$ cat src/rtl/fht_io_ctrl.sv
// FHT I/O controller: loads a frame into 4 interleaved RAM banks, starts the core, then streams results.
// Optional watchdog on the core handshake is enabled by defining FHT_IO_TIMEOUT_EN.
module fht_io_ctrl #(
  parameter int D_BIT       = 17,
  parameter int A_BIT       = 8,
  parameter int TIMEOUT_CYC = 65535
) (
  input  logic             iCLK,
  input  logic             iRESET,
  input  logic [D_BIT-2:0] iIN_DATA,
  input  logic             iIN_VALID,
  output logic             oIN_READY,
  output logic [D_BIT-2:0] oDATA_WR,
  output logic [A_BIT-1:0] oADDR_WR,
  output logic [3:0]       oWE,
  output logic             oSTART,
  input  logic             iRDY,
  output logic [A_BIT-1:0] oADDR_RD,
  input  logic [D_BIT-1:0] iDATA_0,
  input  logic [D_BIT-1:0] iDATA_1,
  input  logic [D_BIT-1:0] iDATA_2,
  input  logic [D_BIT-1:0] iDATA_3,
  output logic [D_BIT-1:0] oOUT_DATA,
  output logic             oOUT_VALID,
  input  logic             iOUT_READY,
  output logic             oOUT_LAST,
  output logic             oDONE,
  output logic             oERR
);

  typedef enum logic [2:0] {LOAD, START, WAIT_LO, WAIT_HI, RD, CAP, OUT} state_t;

  localparam logic [A_BIT-1:0] A_MAX = '1;

  state_t           state;
  logic [A_BIT+1:0] n;
  logic [1:0]       j;
  logic [D_BIT-1:0] hold [4];

`ifdef FHT_IO_TIMEOUT_EN
  localparam int          CW   = $clog2(TIMEOUT_CYC + 1);
  localparam logic [CW-1:0] TMAX = CW'(TIMEOUT_CYC - 1);
  logic [CW-1:0] cnt;
`else
  localparam int unused_timeout = TIMEOUT_CYC;
  assign oERR = 1'b0;
`endif

  always_ff @(posedge iCLK) begin
    if (iRESET) begin
      state      <= LOAD;
      n          <= '0;
      j          <= '0;
      oIN_READY  <= 1'b1;
      oDATA_WR   <= '0;
      oADDR_WR   <= '0;
      oWE        <= '0;
      oSTART     <= 1'b0;
      oADDR_RD   <= '0;
      oOUT_DATA  <= '0;
      oOUT_VALID <= 1'b0;
      oOUT_LAST  <= 1'b0;
      oDONE      <= 1'b0;
`ifdef FHT_IO_TIMEOUT_EN
      oERR       <= 1'b0;
      cnt        <= '0;
`endif
    end else begin
      oWE    <= '0;
      oSTART <= 1'b0;
      oDONE  <= 1'b0;
      case (state)
        LOAD: begin
          if (iIN_VALID) begin
            oWE      <= 4'b0001 << n[1:0];
            oADDR_WR <= n[A_BIT+1:2];
            oDATA_WR <= iIN_DATA;
            n        <= n + 1'b1;
            if (n == '1) begin
              state     <= START;
              oIN_READY <= 1'b0;
            end
          end
        end
        START: begin
          oSTART <= 1'b1;
          state  <= WAIT_LO;
`ifdef FHT_IO_TIMEOUT_EN
          oERR   <= 1'b0;
          cnt    <= '0;
`endif
        end
        WAIT_LO: if (!iRDY) state <= WAIT_HI;
        WAIT_HI: begin
          if (iRDY) begin
            state    <= RD;
            oADDR_RD <= '0;
          end
        end
        RD: state <= CAP;
        CAP: begin
          hold[0]    <= iDATA_0;
          hold[1]    <= iDATA_1;
          hold[2]    <= iDATA_2;
          hold[3]    <= iDATA_3;
          oOUT_DATA  <= iDATA_0;
          oOUT_VALID <= 1'b1;
          oOUT_LAST  <= 1'b0;
          j          <= '0;
          state      <= OUT;
        end
        OUT: begin
          if (iOUT_READY) begin
            if (j != 2'd3) begin
              j         <= j + 2'd1;
              oOUT_DATA <= hold[j + 2'd1];
              // last word of the frame is bank 3 of the top address
              oOUT_LAST <= (j == 2'd2) && (oADDR_RD == A_MAX);
            end else begin
              oOUT_VALID <= 1'b0;
              oOUT_LAST  <= 1'b0;
              j          <= '0;
              if (oADDR_RD != A_MAX) begin
                oADDR_RD <= oADDR_RD + 1'b1;
                state    <= RD;
              end else begin
                oDONE     <= 1'b1;
                oIN_READY <= 1'b1;
                n         <= '0;
                state     <= LOAD;
              end
            end
          end
        end
        default: state <= LOAD;
      endcase
`ifdef FHT_IO_TIMEOUT_EN
      // placed after the case so an expiry overrides any wait-state transition
      if (state == WAIT_LO || state == WAIT_HI) begin
        cnt <= cnt + 1'b1;
        if (cnt == TMAX) begin
          oERR      <= 1'b1;
          oIN_READY <= 1'b1;
          n         <= '0;
          state     <= LOAD;
        end
      end
`endif
    end
  end

endmodule
$ cat config.mk
export PLATFORM = sky130hd
export DESIGN_NAME = fht_io_ctrl
export DESIGN_NICKNAME = d
export VERILOG_FILES = /design/src/rtl/fht_io_ctrl.sv
export SDC_FILE = /design/constraint.sdc
export NUM_CORES = 1
export LEC_CHECK = 0
export ABC_AREA = 1
export BUFFER_PORTS_ARGS = -buffer_cell sky130_fd_sc_hd__buf_2
export CAP_MARGIN = 20
export CORE_ASPECT_RATIO = 0.9
export CORE_MARGIN = 2
export CORE_UTILIZATION = 35
export DETAILED_ROUTE_END_ITERATION = 8
export GPL_TIMING_DRIVEN = 0
export HOLD_SLACK_MARGIN = 0.15
export SYNTH_ARGS = -nofsm -noshare
export SYNTH_HDL_FRONTEND = slang
export SYNTH_SLANG_ARGS = --single-unit
$ cat constraint.sdc
create_clock -name iCLK -period 5 [get_ports iCLK]
set_input_delay 1 -clock iCLK [delete_from_list [all_inputs] [get_ports iCLK]]
set_output_delay 1 -clock iCLK [all_outputs]
set_load 0.02 [all_outputs]
==> results of run 1 <==
[state kept, by name (all words and copies together) (netlist names)]
register and flops:
hold 68, j 2, n 10, oADDR_RD 8
oADDR_WR 8, oDATA_WR 16, oDONE 1, oIN_READY 1
oOUT_DATA 17, oOUT_LAST 1, oOUT_VALID 1, oSTART 1
oWE 4, state 3
[tightest hold or removal path, cell delays in order, from the launching register on]
cell	delay (ps)
dfxtp_1	300
nand2_1	60
a21oi_1	50
[synthesized netlist by cell type]
| library cell | n |
|---|---|
| a31o_2 | 1 |
| edfxtp_1 | 68 |
| nand3_1 | 66 |
| clkinv_1 | 1 |
| a21oi_4 | 1 |
| o21ai_0 | 33 |
| buf_1 | 1 |
| nand2_1 | 186 |
| dfxtp_1 | 73 |
| clkbuf_1 | 17 |
| nor2_1 | 41 |
| buf_2 | 6 |
| nand3b_1 | 1 |
| buf_4 | 7 |
| a21oi_1 | 81 |
| o21ai_1 | 1 |
| nand2_2 | 3 |
| or2_2 | 10 |
| ha_1 | 4 |
| nor3_1 | 10 |
| a211oi_1 | 1 |
| conb_1 | 1 |
| o21bai_1 | 3 |
| nor2_2 | 3 |
| nand2_4 | 1 |
| nand4_1 | 2 |
| inv_2 | 2 |
| nor2_4 | 1 |
| inv_1 | 35 |
| xor2_1 | 4 |
| clkbuf_2 | 1 |
[metrics by stage]
step	cell area, um2	setup TNS, ps	power [uW]	hold slack, ps
floorplan	5900	0	1590	465
global placement	6890	-78590	1730	450
detailed placement	6930	0	1740	453
CTS	7470	0	2900	462
global route	7470	0	3020	483
finish	7470	0	2880	460
[final cells by class]
cell class / count / area share
Inverter: 38 / 0.0191
Tap cell: 211 / 0.0353
Clock inverter: 9 / 0.00787
Clock buffer: 23 / 0.0645
Multi-Input combinational cell: 454 / 0.281
Sequential cell: 141 / 0.469
Timing Repair Buffer: 147 / 0.102
Buffer: 32 / 0.0208
[kinds of logic (layout without fill, tap and decap cells)]
group	count (synthesis)	count (layout)
adders and majority gates	4	4
DFF	141	141
other	1	1
buffers and inverters	70	249
AOI/OAI and AO/OA	121	121
xor gates and xnor gates	4	4
and+or+nand+nor	324	324
[power by group]
group	internal [uW]	switching [uW]	total (uW)	leakage (uW)
logic	140	274	414	0.00177
registers	1260	33.6	1300	0.00120
clock network	680	487	1170	0.000276
[final timing paths]
path | start | endpoint | slack [ps] | cells after the start
worst max register to register | j[0]$_SDFFE_PP0P_ | oOUT_DATA[5]$_SDFFE_PP0P_ | 2330 | 10
worst min-delay path | oDATA_WR[0]$_SDFFE_PP0N_ | oDATA_WR[0]$_SDFFE_PP0N_ | 460 | 2
worst min register to register | oDATA_WR[0]$_SDFFE_PP0N_ | oDATA_WR[0]$_SDFFE_PP0N_ | 460 | 2
worst max-delay path | j[0]$_SDFFE_PP0P_ | oOUT_DATA[5]$_SDFFE_PP0P_ | 2330 | 10
[layer usage]
metal	vias up	track usage	share of wire	routed length, um
met5	-	0	0	0
met4	0	0.0588	0.013	208
met3	15	0.0566	0.072	1120
met2	161	0.286	0.45	7100
met1	2296	0.241	0.46	7210
li1	2566	-	-	-
[placed cells by master (no fill, tap or decap), types with 3 or more instances in the layout]
master,count
nand2_1,186
buf_2,151
a21oi_1,81
dfxtp_1,73
edfxtp_1,68
nand3_1,66
nor2_1,40
inv_1,35
o21ai_0,33
clkbuf_1,19
clkbuf_16,17
or2_2,10
nor3_1,10
buf_4,7
xor2_1,4
ha_1,4
clkinv_2,4
nand2_2,3
nor2_2,3
o21bai_1,3
clkbuf_8,3
==> key figures, run 1 <==
STA
  • Final hold violation count: 0
  • Period minus WS final: 2670 ps
  • Upper clock frequency limit: around 370 MHz
  • Max-slew violation count: 0
  • RSZ-0062 raised after global routing: no
  • Clock Skews: 5.99 ps
  • Final period util: 0.534
  • Worst setup margin: approximately 2300 ps
  • Slew Limit Headroom: 0.576
  • Final setup vio count: 0
  • Slew of the pin with the lowest slew margin: 636 ps

Worst setup path
  • CP Max Fanout: 10
  • Critical path capture point type: register
  • CP bufs+invs: 5
  • Type of element launching the critical path: register
  • Delay-heaviest family, CP: buffers and inverters
  • Setup Crit Path Kind: register to register
  • CP Cell Sequence: buf_2, clkinv_1, clkbuf_1, ha_1, inv_2, clkbuf_1, a21oi_1, nand3_1, nand3_1, a21oi_1
  • CP required: 5350 ps
  • WP data arrival: ~3000 ps
  • Slowest Stage Delay on Critical Path: 470 ps
  • CP max stage cell: clkbuf_1

Synthesis
  • Synthesized netlist cell count: around 670
  • Largest family of logic cells by synthesized area: simple AND/OR/NAND/NOR gates
  • Cell Area, Synth: 5900 um2
  • Yosys warns: 0
  • Dominant cells by area after synthesis: edfxtp_1 (35%), dfxtp_1 (25%), nand2_1 (12%)
  • Post-Synth XOR/XNOR Area: 0.00594
  • Seq/Total Area, Yosys: 0.594
  • Syn Area/Cell: 8.87 um2
  • Mux cell area share after synthesis: 0
  • Synthesized flop and latch total: about 140
  • Post-synth net total: 758
  • Synth top area share: 0.346
  • Distinct cells, synth: 31
  • Synth Area in Compound Gates: 0.107
  • Post-synthesis simple-gate area fraction: 0.233
  • Post-synthesis adder-cell area fraction: 0.00849
  • Top cell type by total area after synthesis: edfxtp_1

Pwr
  • Peak supply drop: 258 uV
  • Static leakage: 0.00325 uW
  • PwrDens: 385 nW/um2

Placement
  • Pre-CTS setup slack: approximately 2300 ps
  • Placed cells: just over 1000
  • Port bufs: roughly 150
  • HPWL Detailed: 11000 um
  • GPL Wtd Cong: 0.835

Layout
  • Share of post-route cells with drive strength above 1: 0.254
  • FF+latch area: 3500 um2
  • Fill cell count: approximately 1700
  • Antenna fix cells: 0
  • Area grow syn2layout: 26.8%
  • Net count reported at finish: 924
  • Finished Layout Cells: 1055
  • Multi-input logic area: 2100 um2
  • Final core occ: 0.448

Global routing
  • First-pass GRT wire length: between 20000 and 30000 um
  • GR Overflow Total: 0
  • Vias in the first global route: 4754
  • Initial antenna violation count: 0
  • Largest net degree at the start of global routing: 32
  • GRT Overall Usage: 0.182

Clocking
  • Setup Fix Bufs, Post-CTS: 0
  • Root buffer cell: clkbuf_16
  • CTS Buf Count: 17
  • Clock buffer depth: 2
  • Clk sink count: ~140
  • Clock Pin Slew Worst Setup and Hold Paths: 60 ps
  • # hold bufs at CTS: 0
  • H-tree Lvls: 4
  • Clock latency on the worst-skew pair: 420 ps
  • # resized after CTS: 0
  • CTS tree: yes

Outcome
  • Status: complete, no violations

Hold path
  • Worst Hold Class: register to register

Floorplan
  • Row count: 45
  • Boundary pin count: 148
  • Initial Utilization: 0.354
  • Die W: 141 um
  • Die area: 17900 um2
  • Core Region: roughly 17000 um2
  • Die Y: 127 um

Routing
  • Via count: 5038
  • Vias per cell: 4.78
  • Antenna-violating nets left: 0
  • Post-Route WL: 15600 um
  • Drt wl/cell: around 15 um
  • DRT iter0 DRCs: 358
  • DRT Pass-1 Iters: 5
  • DRC: 0

Flow run
  • Max Cap Viol: 0
Power figures use the tool's default switching activity.
==> run 2, diff against run 1 <==
==> constraint.sdc (replaced) <==
create_clock -name iCLK -period 2.29 [get_ports iCLK]
set_input_delay 0.458 -clock iCLK [delete_from_list [all_inputs] [get_ports iCLK]]
set_output_delay 0.458 -clock iCLK [all_outputs]
set_load 0.02 [all_outputs]
==> run 2 against run 1 <==
Utilization rose by 0.42 points. Die area did not move. Fmax rose by 28%. Sequential share of layout area fell by 0.44 points. Combinational power rose by 120%. Non-clock buffer count fell by 1. Global-route usage fell by 0.58 points. Clock power rose by 140%. Critical endpoint is now oOUT_DATA[0]$_SDFFE_PP0P_. Largest power group unchanged.
==> key figures, run 2 (synthesis results as in run 1) <==
Floorplan
  • Boundary pin count: 148
  • Initial Utilization: 0.354
  • Core Region: 16700 um2
  • Die W: 141 um
  • Die area: 17900 um2
  • Row count: 45
  • Die Y: 127 um

Clocking
  • Clock Pin Slew Worst Setup and Hold Paths: 60 ps
  • # hold bufs at CTS: 0
  • Clk sink count: about 140
  • H-tree Lvls: 4
  • CTS tree: yes
  • Setup Fix Bufs, Post-CTS: 0
  • Clock buffer depth: 2
  • CTS Buf Count: 17
  • Clock latency on the worst-skew pair: 420 ps
  • Root buffer cell: clkbuf_16

Outcome
  • Status: complete, no violations

Global routing
  • GRT Overall Usage: 0.176
  • Vias in the first global route: 4597
  • Initial antenna violation count: 0
  • GR Overflow Total: 0
  • First-pass GRT wire length: 24400 um
  • Largest net degree at the start of global routing: 30

Layout
  • Antenna fix cells: 0
  • Share of post-route cells with drive strength above 1: 0.257
  • Top reg by flops: hold
  • Most common cell after layout, fill and taps aside: nand2_1
  • Fill cell count: 1698
  • Top Registers: hold (68), oOUT_DATA (17), oDATA_WR (16)
  • FF+latch area: 3500 um2
  • Largest register FFs: 68
  • Finished Layout Cells: 1054
  • Area grow syn2layout: 27.9%
  • Final core occ: 0.453
  • Multi-input logic area: 2100 um2
  • Net count reported at finish: around 900
  • Most frequent cells in the layout: nand2_1 (186), buf_2 (151), a21oi_1 (81), dfxtp_1 (73), edfxtp_1 (68)

Worst setup path
  • Setup Crit Path Kind: register to register
  • CP max stage cell: ha_1
  • WP data arrival: 2440 ps
  • CP required: 2640 ps
  • CP bufs+invs: 4
  • CP Cell Sequence: buf_2, clkinv_2, ha_1, inv_2, clkbuf_4, a21oi_1, nand3_1, nand3_1, a21oi_1
  • Critical path capture point type: register
  • Slowest Stage Delay on Critical Path: approximately 390 ps
  • Type of element launching the critical path: register
  • Delay-heaviest family, CP: buffers and inverters
  • CP Max Fanout: 18

STA
  • Period minus WS final: roughly 2100 ps
  • Clock Skews: 14.8 ps
  • Upper clock frequency limit: 478 MHz
  • Max-slew violation count: 0
  • Final setup vio count: 0
  • Slew of the pin with the lowest slew margin: 704 ps
  • Final period util: 0.913
  • Slew Limit Headroom: 0.531
  • Final hold violation count: 0
  • RSZ-0062 raised after global routing: no

Placement
  • GPL Wtd Cong: between 0.8 and 0.9
  • Port bufs: 145
  • Placed cells: 1023
  • HPWL Detailed: 11000 um

Pwr
  • Static leakage: 0.00328 uW
  • PwrDens: around 870 nW/um2
  • Peak supply drop: 622 uV

Routing
  • Drt wl/cell: 14.7 um
  • DRC: 0
  • Vias per cell: 4.78
  • DRT iter0 DRCs: 277
  • Via count: 5042
  • DRT Pass-1 Iters: 4
  • Antenna-violating nets left: 0
  • Post-Route WL: between 15000 and 20000 um

Flow run
  • Max Cap Viol: 0

Hold path
  • Worst Hold Class: primary input to register
==> run 2: final cells by class <==
| cell class | count | share of cell area |
|---|---|---|
| tap | 211 | 0.0350 |
| multi-input combinational | 454 | 0.279 |
| clock buffer | 19 | 0.0587 |
| timing repair buffer | 147 | 0.103 |
| inverter | 38 | 0.0191 |
| clock inverter | 13 | 0.0206 |
| sequential | 141 | 0.464 |
| buffer | 31 | 0.0211 |
==> run 2: metal layers <==
| layer | part of all wire | routed length [um] | up-vias | track usage |
|---|---|---|---|---|
| met1 | 0.48 | 7410 | 2331 | 0.240 |
| met5 | 0 | 0 | - | 0 |
| met3 | 0.060 | 938 | 11 | 0.0555 |
| li1 | - | - | 2566 | - |
| met2 | 0.45 | 7000 | 134 | 0.274 |
| met4 | 0.0098 | 152 | 0 | 0.0465 |
==> run 2: what timing repair did <==
action,in CTS,in global routing
endpoints found under the hold margin,0,0
resized for setup,4,4
setup endpoints to repair,17,17
==> run 2: stage by stage <==
stage	setup slack (ps)	area, um2	power [uW]	setup TNS (ps)	hold WS, ps
final	199	7540	6530	0	204
after global routing	3.67	7540	6810	0	189
after CTS	43.8	7540	6590	0	194
after detailed placement	-344	6940	3800	-5160	454
after global placement	-503	6890	3790	-39700	450
after floorplan	116	5900	3470	0	465
==> run 2: final timing paths <==
check                                  from                        end  slack, ps  cells after the start
setup reg to reg          j[0]$_SDFFE_PP0P_  oOUT_DATA[0]$_SDFFE_PP0P_        200                      9
hold / removal                  iDATA_2[13]      hold[2][13]$_DFFE_PP_        200                      1
setup / recovery          j[0]$_SDFFE_PP0P_  oOUT_DATA[0]$_SDFFE_PP0P_        200                      9
hold reg to reg   oDATA_WR[11]$_SDFFE_PP0N_  oDATA_WR[11]$_SDFFE_PP0N_        460                      2
==> run 2: power breakdown <==
group / leakage [uW] / internal [uW] / switching, uW / total [uW]
combinational: 0.00178 / 306 / 605 / 911
clock: 0.000290 / 1660 / 1130 / 2790
sequential: 0.00120 / 2760 / 70.4 / 2830
==> run 3, diff against run 2 <==
--- a/config.mk
+++ b/config.mk
@@ -11,6 +11,7 @@
 export CORE_ASPECT_RATIO = 0.9
 export CORE_MARGIN = 2
 export CORE_UTILIZATION = 35
+export CTS_BUF_LIST = sky130_fd_sc_hd__clkbuf_8
 export DETAILED_ROUTE_END_ITERATION = 8
 export GPL_TIMING_DRIVEN = 0
 export HOLD_SLACK_MARGIN = 0.15
==> run 3 against run 2 <==
Fmax rose by 0.30%. Die area did not move. Flip-flop and latch count did not move. Worst hold slack got worse by 29 ps. Cell area fell by 1.1%. Wire length barely moved. Register-to-register slack barely moved. Combinational power rose by 1%. Critical endpoint is now oOUT_DATA[15]$_SDFFE_PP0P_.
==> key figures, run 3 (synthesis results as in run 1) <==
Placement
  • Port bufs: 145
  • GPL Wtd Cong: around 0.82
  • Dpl cell area: 6940 um2
  • HPWL Detailed: 11000 um
  • Placed cells: 1023

Worst setup path
  • Setup Crit Path Kind: register to register
  • CP required: approximately 2600 ps
  • Type of element launching the critical path: register
  • WP data arrival: 2420 ps
  • CP Max Fanout: 18
  • Critical path capture point type: register

STA
  • Final setup vio count: 0
  • Final hold violation count: 0
  • Max-slew violation count: 0
  • Upper clock frequency limit: 480 MHz
  • Final period util: 0.910
  • Clock Skews: 15.3 ps
  • RSZ-0062 raised after global routing: no
  • Slew of the pin with the lowest slew margin: slightly below 700 ps
  • Period minus WS final: about 2100 ps
  • Hold Slack: 175 ps
  • Setup TNS: 0 ps
  • Slew Limit Headroom: 0.539

Clocking
  • Clock buffer depth: 2
  • Clock latency on the worst-skew pair: 450 ps
  • Clk sink count: around 140
  • CTS Buf Count: 17
  • H-tree Lvls: 4
  • Clock Pin Slew Worst Setup and Hold Paths: 90 ps
  • CTS tree: yes
  • Root buffer cell: clkbuf_8
  • Setup Fix Bufs, Post-CTS: 0

Layout
  • Final Instance Area: 7460 um2
  • Finished Layout Cells: 1065
  • Final core occ: 0.448
  • Area grow syn2layout: 26.5%
  • Top reg by flops: hold
  • Multi-input logic area: 2100 um2
  • FF+latch area: 3500 um2
  • Largest register FFs: 68
  • Antenna fix cells: 0
  • Net count reported at finish: about 930
  • Top Registers: hold (68), oOUT_DATA (17), oDATA_WR (16)
  • Fill cell count: 1711
  • Share of post-route cells with drive strength above 1: 0.254
  • Most common cell after layout, fill and taps aside: nand2_1
  • Most frequent cells in the layout: nand2_1 (186), buf_2 (152), a21oi_1 (81), dfxtp_1 (73), edfxtp_1 (68)

Global routing
  • Initial antenna violation count: 0
  • GR Overflow Total: 0
  • GRT Overall Usage: 0.176
  • First-pass GRT wire length: 24400 um
  • Vias in the first global route: 4616
  • Largest net degree at the start of global routing: 30

Floorplan
  • Initial Utilization: 0.354
  • Die Y: 127 um
  • Core Region: ~17000 um2
  • Die W: roughly 140 um
  • Boundary pin count: 148
  • Row count: 45
  • Die area: 17900 um2

Routing
  • Antenna-violating nets left: 0
  • Post-Route WL: 15500 um
  • DRC: 0
  • Via count: around 5000
  • Vias per cell: 4.74
  • DRT Pass-1 Iters: 4
  • DRT iter0 DRCs: roughly 310
  • Drt wl/cell: 14.6 um

Pwr
  • Peak supply drop: 480 uV
  • PwrDens: roughly 800 nW/um2
  • Static leakage: roughly 0.0032 uW

Outcome
  • Status: complete, no violations

Flow run
  • Max Cap Viol: 0

Hold path
  • Worst Hold Class: primary input to register
==> run 3: layout make-up <==
| class | instances | share of cell area |
|---|---|---|
| Multi-Input combinational cell | 454 | 0.282 |
| Timing Repair Buffer | 158 | 0.118 |
| Inverter | 38 | 0.0193 |
| Buffer | 31 | 0.0210 |
| Clock inverter | 14 | 0.0213 |
| Tap cell | 211 | 0.0354 |
| Sequential cell | 141 | 0.470 |
| Clock buffer | 18 | 0.0332 |
==> run 3: per-layer routing <==
metal | GRT usage | vias up | wire length, um
li1 | - | 2585 | -
met1 | 0.240 | 2304 | 7270
met2 | 0.273 | 148 | 7010
met3 | 0.0547 | 14 | 1060
met4 | 0.0482 | 0 | 159
met5 | 0 | - | 0
==> run 3: worst paths after layout <==
kind,startpoint,endpoint,slack (ps),depth (start not counted)
setup / recovery,j[0]$_SDFFE_PP0P_,oOUT_DATA[15]$_SDFFE_PP0P_,210,9
hold / removal,iDATA_2[0],hold[2][0]$_DFFE_PP_,180,1
setup reg to reg,j[0]$_SDFFE_PP0P_,oOUT_DATA[15]$_SDFFE_PP0P_,210,9
hold reg to reg,oDATA_WR[11]$_SDFFE_PP0N_,oDATA_WR[11]$_SDFFE_PP0N_,460,2
==> run 3: repair_timing <==
action | CTS | global route
setup endpoints to repair | 17 | 17
hold buffers | 7 | 4
resized for setup | 4 | 3
endpoints found under the hold margin | 7 | 4
==> run 3: power by group <==
group | internal, uW | switching [uW]
Sequential | 2750 | 70.2
Clock | 1020 | 1050
Combinational | 318 | 605
Total | 4090 | 1720
==> run 3: through the flow <==
| stage | worst slack [ps] | power (uW) |
|---|---|---|
| 6_report | 206 | 5820 |
| 5_1_grt | 3.65 | 6090 |
| 3_3_place_gp | -503 | 3790 |
| 2_1_floorplan | 116 | 3470 |
| 4_1_cts | 37.9 | 5860 |
| 3_5_place_dp | -344 | 3800 |
==> run 3: worst max-delay path: stages (launching register included) <==
cell and delay [ps]:
dfxtp_1 350, buf_2 230, clkinv_2 280, ha_1 380, inv_2 120, nand2_1 100, inv_2 220, nand3_1 130
nand3_1 100, a21oi_1 70
